<file path="src/rtl/dpll_pkg.sv">
// Shared DPLL constants and types: NCO widths, FCW limits and LFSR definition.
package dpll_pkg;

    localparam int unsigned ACC_W    = 24;
    localparam int unsigned FCW_W    = 24;
    localparam int unsigned PHASE_W  = 8;

    typedef logic [ACC_W-1:0] acc_t;
    typedef logic [FCW_W-1:0] fcw_t;

    localparam fcw_t FCW_INIT = 24'h100000;
    localparam fcw_t FCW_MIN  = 24'h010000;
    localparam fcw_t FCW_MAX  = 24'h400000;

    // Galois LFSR x^16+x^14+x^13+x^11+1, right-shifting form
    localparam int unsigned LFSR_W    = 16;
    localparam logic [15:0] LFSR_SEED = 16'hACE1;
    localparam logic [15:0] LFSR_TAPS = 16'hB400;
    localparam int unsigned DITHER_W  = 4;

endpackage

</file>
<file path="src/rtl/dpll_lfsr16.sv">
// 16-bit Galois LFSR; advances on each enabled cycle, exposes its low bits as dither.
module dpll_lfsr16
    import dpll_pkg::*;
#(
    parameter int unsigned OUT_W = DITHER_W
) (
    input  logic             clk,
    input  logic             rst,
    input  logic             i_en,
    output logic [OUT_W-1:0] o_dither
);

    logic [LFSR_W-1:0] r_state;

    // Shift right, fold taps in when the outgoing bit is set
    always_ff @(posedge clk) begin
        if (rst) begin
            r_state <= LFSR_SEED;
        end else if (i_en) begin
            r_state <= {1'b0, r_state[LFSR_W-1:1]} ^ (r_state[0] ? LFSR_TAPS : '0);
        end
    end

    assign o_dither = r_state[OUT_W-1:0];

endmodule

</file>
<file path="src/rtl/dpll_nco.sv">
// Phase-accumulator NCO for the DPLL. New FCWs are clamped, held pending and
// only take effect at an accumulator wrap so clk_out never glitches.
// Optional build macro: DPLL_NCO_DITHER_EN adds LFSR dither to the accumulator LSBs.
module dpll_nco #(
    parameter int unsigned       ACC_W    = dpll_pkg::ACC_W,
    parameter int unsigned       FCW_W    = dpll_pkg::FCW_W,
    parameter int unsigned       PHASE_W  = dpll_pkg::PHASE_W,
    parameter logic [FCW_W-1:0]  FCW_INIT = FCW_W'(dpll_pkg::FCW_INIT),
    parameter logic [FCW_W-1:0]  FCW_MIN  = FCW_W'(dpll_pkg::FCW_MIN),
    parameter logic [FCW_W-1:0]  FCW_MAX  = FCW_W'(dpll_pkg::FCW_MAX)
) (
    input  logic               clk,
    input  logic               rst,
    input  logic               en,
    input  logic [FCW_W-1:0]   fcw_in,
    input  logic               fcw_valid,
    output logic               fcw_ack,
    output logic [FCW_W-1:0]   fcw_active,
    output logic               clk_out,
    output logic               edge_pulse,
    output logic [PHASE_W-1:0] phase_out
);

    import dpll_pkg::*;

    logic [ACC_W-1:0]   r_acc;
    logic [FCW_W-1:0]   r_fcw_active;
    logic [FCW_W-1:0]   r_pending;
    logic               r_pend_flag;
    logic               r_clk_out;
    logic               r_edge_pulse;
    logic               r_fcw_ack;
    logic [PHASE_W-1:0] r_phase;

    logic [ACC_W:0]     w_sum;
    logic [FCW_W-1:0]   w_fcw_clamped;
    logic               w_wrap;
    logic               w_apply;

`ifdef DPLL_NCO_DITHER_EN
    logic [DITHER_W-1:0] w_dither;

    dpll_lfsr16 #(
        .OUT_W (DITHER_W)
    ) u_lfsr (
        .clk      (clk),
        .rst      (rst),
        .i_en     (en),
        .o_dither (w_dither)
    );

    assign w_sum = {1'b0, r_acc} + (ACC_W+1)'(r_fcw_active) + (ACC_W+1)'(w_dither);
`else
    assign w_sum = {1'b0, r_acc} + (ACC_W+1)'(r_fcw_active);
`endif

    // Clamp incoming FCW and detect wrap / apply conditions
    always_comb begin
        w_fcw_clamped = fcw_in;
        if (fcw_in < FCW_MIN) begin
            w_fcw_clamped = FCW_MIN;
        end else if (fcw_in > FCW_MAX) begin
            w_fcw_clamped = FCW_MAX;
        end
        w_wrap  = en & w_sum[ACC_W];
        w_apply = w_wrap & r_pend_flag;
    end

    // Accumulator, FCW handover and registered outputs
    always_ff @(posedge clk) begin
        if (rst) begin
            r_acc        <= '0;
            r_fcw_active <= FCW_INIT;
            r_pending    <= '0;
            r_pend_flag  <= 1'b0;
            r_clk_out    <= 1'b0;
            r_edge_pulse <= 1'b0;
            r_fcw_ack    <= 1'b0;
            r_phase      <= '0;
        end else begin
            if (en) begin
                r_acc <= w_sum[ACC_W-1:0];
            end
            r_clk_out    <= r_acc[ACC_W-1];
            r_edge_pulse <= r_acc[ACC_W-1] & ~r_clk_out;
            r_phase      <= r_acc[ACC_W-1 -: PHASE_W];
            r_fcw_ack    <= w_apply;
            if (w_apply) begin
                r_fcw_active <= r_pending;
                r_pend_flag  <= 1'b0;
            end
            // A strobe in the apply cycle stays pending for the next wrap
            if (fcw_valid) begin
                r_pending   <= w_fcw_clamped;
                r_pend_flag <= 1'b1;
            end
        end
    end

    assign fcw_ack    = r_fcw_ack;
    assign fcw_active = r_fcw_active;
    assign clk_out    = r_clk_out;
    assign edge_pulse = r_edge_pulse;
    assign phase_out  = r_phase;

endmodule

</file>
<file path="config.mk">
export PLATFORM = sky130hd
export DESIGN_NAME = dpll_nco
export DESIGN_NICKNAME = d
export VERILOG_FILES = /design/src/rtl/dpll_pkg.sv /design/src/rtl/dpll_lfsr16.sv /design/src/rtl/dpll_nco.sv
export SDC_FILE = /design/constraint.sdc
export NUM_CORES = 1
export LEC_CHECK = 0
export ABC_AREA = 1
export CAP_MARGIN = 20
export CELL_PAD_IN_SITES_DETAIL_PLACEMENT = 1
export CELL_PAD_IN_SITES_GLOBAL_PLACEMENT = 2
export CORE_UTILIZATION = 32
export DETAILED_ROUTE_END_ITERATION = 16
export MAX_ROUTING_LAYER = met4
export PLACE_DENSITY = 0.86
export SYNTH_ARGS = -nofsm -noshare
export SYNTH_HDL_FRONTEND = slang
export SYNTH_HIERARCHICAL = 1
export SYNTH_SLANG_ARGS = --single-unit
</file>
<file path="constraint.sdc">
create_clock -name clk -period 3.4 [get_ports clk]
set_input_delay 0.51 -clock clk [delete_from_list [all_inputs] [get_ports clk]]
set_output_delay 0.51 -clock clk [all_outputs]
set_load 0.005 [all_outputs]
</file>
## Yosys cells after proc, flatten, opt, wreduce, memory -nomap -nowiden

Index checks and enable logic that the tools add are counted.

- Output and inout port bits: 35
- Word-level logic and storage cells: 20
- Flip-flop bits (word level): 84

- Reduce and logical (&&, ||, !) cells: 1
- Bitwise operators: 4
- $lt $le $gt $ge: 2
- Mux-type cells: 4
- Add/sub/neg operators: 1

Operators with widths:

| kind | number |
|---|---|
| two-way mux 24 bit | 2 |
| adder 24 x 24 -> 25 bit | 1 |
| greater-than comparator 24 x 23 -> 1 bit, second input constant | 1 |
| < comparator 24 x 17 -> 1 bit, second input constant | 1 |
| AND 1 bit | 3 |
| two-way mux 1 bit | 2 |
| nonzero test 2 bit | 1 |
| inverter 1 bit | 1 |

## Longest topological paths before layout

- Depth after elaboration: 5
- Mapped depth: 14

## Worst setup path before layout

OpenSTA, ideal clock, no wires.

- Kind: register to register
- Start: register r_fcw_active[0] (netlist: fcw_active[0])
- End: register r_fcw_active[19] (netlist: fcw_active[19])
- Path slack: 1410 ps
- Clock period less this slack: 1990 ps
- Data required time: 3290 ps
- Stages on the path, launching flop included: 14
- Arrival: 1881 ps
- Path through: dfxtp_1 > ha_1 > fa_1 > nand2_1 > nand2_1 > nand3_1 > nand2_1 > nand2_1 > nand3_2 > nand3_4 > buf_6 > nand2_1 > inv_2 > nor2_2

- Cells in the longest elaborated chain, start to end: 3

RTL lines:

| what | RTL line | RTL |
|---|---|---|
| from (decl) | dpll_nco.sv:27 | `logic [FCW_W-1:0] r_fcw_active;` |
| from (signal assigned) | dpll_nco.sv:89 | `r_fcw_active <= r_pending;` |
| adder 24 x 24 -> 25 bit | dpll_nco.sv:54 | `assign w_sum = {1'b0, r_acc} + (ACC_W+1)'(r_fcw_active);` |
| AND 1 bit | dpll_nco.sv:65 | `w_wrap = en & w_sum[ACC_W];` |
| AND 1 bit | dpll_nco.sv:66 | `w_apply = w_wrap & r_pend_flag;` |

No other way between the ends.
A chain may end at the register's enable or synchronous reset.

## Final worst setup path

- Start: register r_fcw_active[0] (netlist: fcw_active[0])
- End: register r_fcw_active[17] (netlist: fcw_active[17])

The elaborated chain is that of the path after synthesis.

==> results_tabular.tex <==
\begin{tabular}{lr}
\hline
Metric & Value \\
\hline
\multicolumn{2}{l}{\textbf{Run status}} \\
Status & finished clean \\
\multicolumn{2}{l}{\textbf{Clocking}} \\
Clock latency of the later-clocked register in the worst-skew pair & 0.35 ns \\
Hold buffers post-CTS & 0 \\
CTS buffer count & 9 \\
Maximum level of the CTS H-tree & 3 \\
Post-CTS sizing & 0 \\
TritonCTS Sinks & 83 \\
Max Buffers Root-to-Sink & 2 \\
Master cell of the clock root buffer & sky130\_fd\_sc\_hd\_\_clkbuf\_16 \\
Worst-path clk slew & 0.06 ns \\
CTS tree & built \\
Post-CTS Setup Inserts & 0 \\
\multicolumn{2}{l}{\textbf{Floorplan}} \\
Die footprint & 0.0164 mm2 \\
Initial cell density of the core & 33.1\% \\
Die boundary height & 128 um \\
Area of the core region & 0.0154 mm2 \\
Top Ports & 63 \\
Number of rows created at floorplan & 45 \\
Die width & 128 um \\
\multicolumn{2}{l}{\textbf{Routing}} \\
Iteration count of the initial detailed-routing pass & 4 \\
Total via count in the routed design & 5007 \\
Initial drt markers & 160 \\
Total wire length after detailed routing & 14.9 mm \\
ANT nets after route & 0 \\
Post-detailed-route DRC marker count & 0 \\
Routed len/inst & 13.6 um \\
DR vias/cell & 4.56 \\
\multicolumn{2}{l}{\textbf{Place}} \\
HPWL after detailed placement & 11.7 mm \\
Final Wtd Congestion & 0.831 \\
Number of I/O port buffers & 62 \\
\multicolumn{2}{l}{\textbf{Global route}} \\
Pin count of the biggest net entering global routing & 53 \\
Overall overflow remaining after global route & 0 \\
Combined global-route utilization of all metal layers & 20.2\% \\
Number of global-route vias before repair & 5213 \\
Number of antenna violations at the first check in global routing & 0 \\
First-pass GRT wire length & 25.1 mm \\
\multicolumn{2}{l}{\textbf{Yosys}} \\
Mean Syn Cell Area & 6.10 um2 \\
Fraction of registers with async set/reset & 0\% \\
Seq/Total Area, Yosys & 32.6\% \\
Cell area after technology mapping & 0.00509 mm2 \\
Register bit count reported by yosys & 83 \\
Number of instances in the synthesized netlist & 835 \\
Synthesized Nets & 888 \\
Number of enable-type register cells in the synthesized netlist & 0 \\
Biggest area contributors in the synthesized netlist & sky130\_fd\_sc\_hd\_\_dfxtp\_1 (33\%), sky130\_fd\_sc\_hd\_\_nand2\_1 (18\%), sky130\_fd\_sc\_hd\_\_inv\_1 (13\%) \\
Portion of synthesized cell area occupied by the leading cell type & 32.6\% \\
Warning count from the yosys run & 6 \\
Number of different library cells in the post-synthesis netlist & 32 \\
Ys flop type & sky130\_fd\_sc\_hd\_\_dfxtp\_1 \\
Cell accounting for the most synthesized area & sky130\_fd\_sc\_hd\_\_dfxtp\_1 \\
\multicolumn{2}{l}{\textbf{Layout}} \\
Number of antenna repair diodes & 0 \\
P\&R area growth vs syn & 20.6\% \\
Filler Cells Inserted & 2029 \\
Area of combinational cells with multiple inputs & 0.00262 mm2 \\
Final net count & 936 \\
Share of final-layout standard cells stronger than drive strength 1 & 5.52\% \\
Storage element area & 0.00166 mm2 \\
\multicolumn{2}{l}{\textbf{Setup path}} \\
Required time of the critical path & 3.64 ns \\
Crit. End Element & register \\
Arrival time of data at the critical path endpoint & 2.96 ns \\
Critical path fanouts, max & 26 \\
Critical path class & register to register \\
Kind of start point of the critical path & register \\
\multicolumn{2}{l}{\textbf{Timing}} \\
Slew Limit Fails & 0 \\
Portion of the clock cycle consumed by the worst path in the final layout & 80.0\% \\
Final hold slack & 0.450 ns \\
Worst clock skew & 0.00842 ns \\
Final count of hold timing violations & 0 \\
Final setup violation count & 0 \\
Least-Margin Pin Slew & 0.963 ns \\
Sum of negative setup slack & 0 ns \\
Headroom to the max-slew limit & 35.7\% \\
Post-layout minimum cycle time & 2.72 ns \\
Highest attainable clock frequency & 367 MHz \\
RSZ-0062 raised after global routing & no \\
\multicolumn{2}{l}{\textbf{Worst hold path}} \\
Classification of the worst-slack hold path & register to register \\
\multicolumn{2}{l}{\textbf{Run}} \\
Max\_cap viols & 0 \\
\multicolumn{2}{l}{\textbf{Power}} \\
Max IR drop VDD & 0.000275 V \\
P per Cell Area & 360 mW/mm2 \\
Overall power & 0.00221 W \\
Lkg Pwr & 3.04 nW \\
\hline
\end{tabular}
per-layer routing:
layer  wire length, um  track usage, %
met1              6960            23.7
met2              7350            35.5
met3               416            3.30
met4               212            6.09
met5                 0               -
area by class of cell:
cell class | instances | area share [%]
inverter | 182 | 11.1
tap | 211 | 4.30
clock buffer | 11 | 3.95
sequential | 83 | 27.1
multi-input combinational | 542 | 42.6
timing repair buffer | 65 | 10.3
clock inverter | 5 | 0.611
cells by family (layout without fill, tap and decap cells):
group / after synthesis / after routing / share of synthesized area, %
AND/OR/NAND/NOR: 439 / 439 / 36.5
buffers and inverters: 210 / 263 / 15.9
flip-flops: 83 / 83 / 32.6
AO/OA/AOI/OAI: 69 / 69 / 7.08
adder cells (fa/ha/maj): 25 / 25 / 6.29
XOR/XNOR: 9 / 9 / 1.55
final timing paths:
check | startpoint | endpoint | slack [ns] | depth (start not counted)
setup / recovery | fcw_active[0] | fcw_active[17] | 0.68 | 12
hold / removal | r_pending[23] | r_pending[23] | 0.45 | 2
setup reg to reg | fcw_active[0] | fcw_active[17] | 0.68 | 12
hold reg to reg | r_pending[23] | r_pending[23] | 0.45 | 2
worst max-delay path, stage by stage (launching register included):
cell,delay (ns)
sky130_fd_sc_hd__dfxtp_1,0.32
sky130_fd_sc_hd__ha_1,0.24
sky130_fd_sc_hd__fa_1,0.42
sky130_fd_sc_hd__nand2_1,0.08
sky130_fd_sc_hd__nand2_1,0.08
sky130_fd_sc_hd__nand3_1,0.09
sky130_fd_sc_hd__nand2_1,0.13
sky130_fd_sc_hd__nand2_1,0.11
sky130_fd_sc_hd__nand3_2,0.42
sky130_fd_sc_hd__nand3_4,0.48
sky130_fd_sc_hd__nand2_1,0.11
sky130_fd_sc_hd__inv_1,0.08
sky130_fd_sc_hd__nor2_1,0.04
power breakdown:
| group | switching, W | internal, W |
|---|---|---|
| Sequential | 0.0000245 | 0.00101 |
| Clock | 0.000432 | 0.000518 |
| Combinational | 0.000135 | 0.0000943 |
Yosys cell counts (2+ instances only):
cell type                  number
sky130_fd_sc_hd__dfxtp_1       83
sky130_fd_sc_hd__xor2_1         9
sky130_fd_sc_hd__nor2_1       108
sky130_fd_sc_hd__nand3_1       29
sky130_fd_sc_hd__nor3_1         2
sky130_fd_sc_hd__buf_6          2
sky130_fd_sc_hd__inv_1        175
sky130_fd_sc_hd__nand3b_1       4
sky130_fd_sc_hd__a21oi_1       44
sky130_fd_sc_hd__ha_1          24
sky130_fd_sc_hd__clkbuf_1      16
sky130_fd_sc_hd__buf_2          3
sky130_fd_sc_hd__buf_1          6
sky130_fd_sc_hd__inv_2          6
sky130_fd_sc_hd__nand2_1      241
sky130_fd_sc_hd__nor2_2         2
sky130_fd_sc_hd__nand2_2       16
sky130_fd_sc_hd__o21ai_0       19
sky130_fd_sc_hd__nand4_1       31
sky130_fd_sc_hd__a21o_1         3
cells in the final DEF (no fill, tap or decap), types with 16 or more instances in the layout:
master,netlist,routed
sky130_fd_sc_hd__a21oi_1,44,44
sky130_fd_sc_hd__clkdlybuf4s50_1,0,60
sky130_fd_sc_hd__dfxtp_1,83,83
sky130_fd_sc_hd__ha_1,24,24
sky130_fd_sc_hd__inv_1,175,175
sky130_fd_sc_hd__nand2_1,241,241
sky130_fd_sc_hd__nand2_2,16,16
sky130_fd_sc_hd__nand3_1,29,29
sky130_fd_sc_hd__nand4_1,31,31
sky130_fd_sc_hd__nor2_1,108,108
sky130_fd_sc_hd__o21ai_0,19,19
flip-flops by register name, indices dropped and copies added (netlist names):
register     cells
phase_out        7
fcw_active      24
fcw_ack          1
edge_pulse       1
r_pend_flag      1
r_pending       24
clk_out          1
r_acc           24
metrics by stage:
step / setup slack (ns) / utilization (%) / instance area (um2) / instances
detailed placement: 0.662 / 38.1 / 5860 / 1083
CTS: 0.637 / 40.0 / 6140 / 1099
floorplan: 1.41 / - / 5090 / 835
global route: 0.363 / 40.0 / 6140 / 1099
finish: 0.679 / 40.0 / 6140 / 1099
global placement: 0.740 / 38.1 / 5860 / 1083
Note: power is estimated with default switching activity, not from simulation.
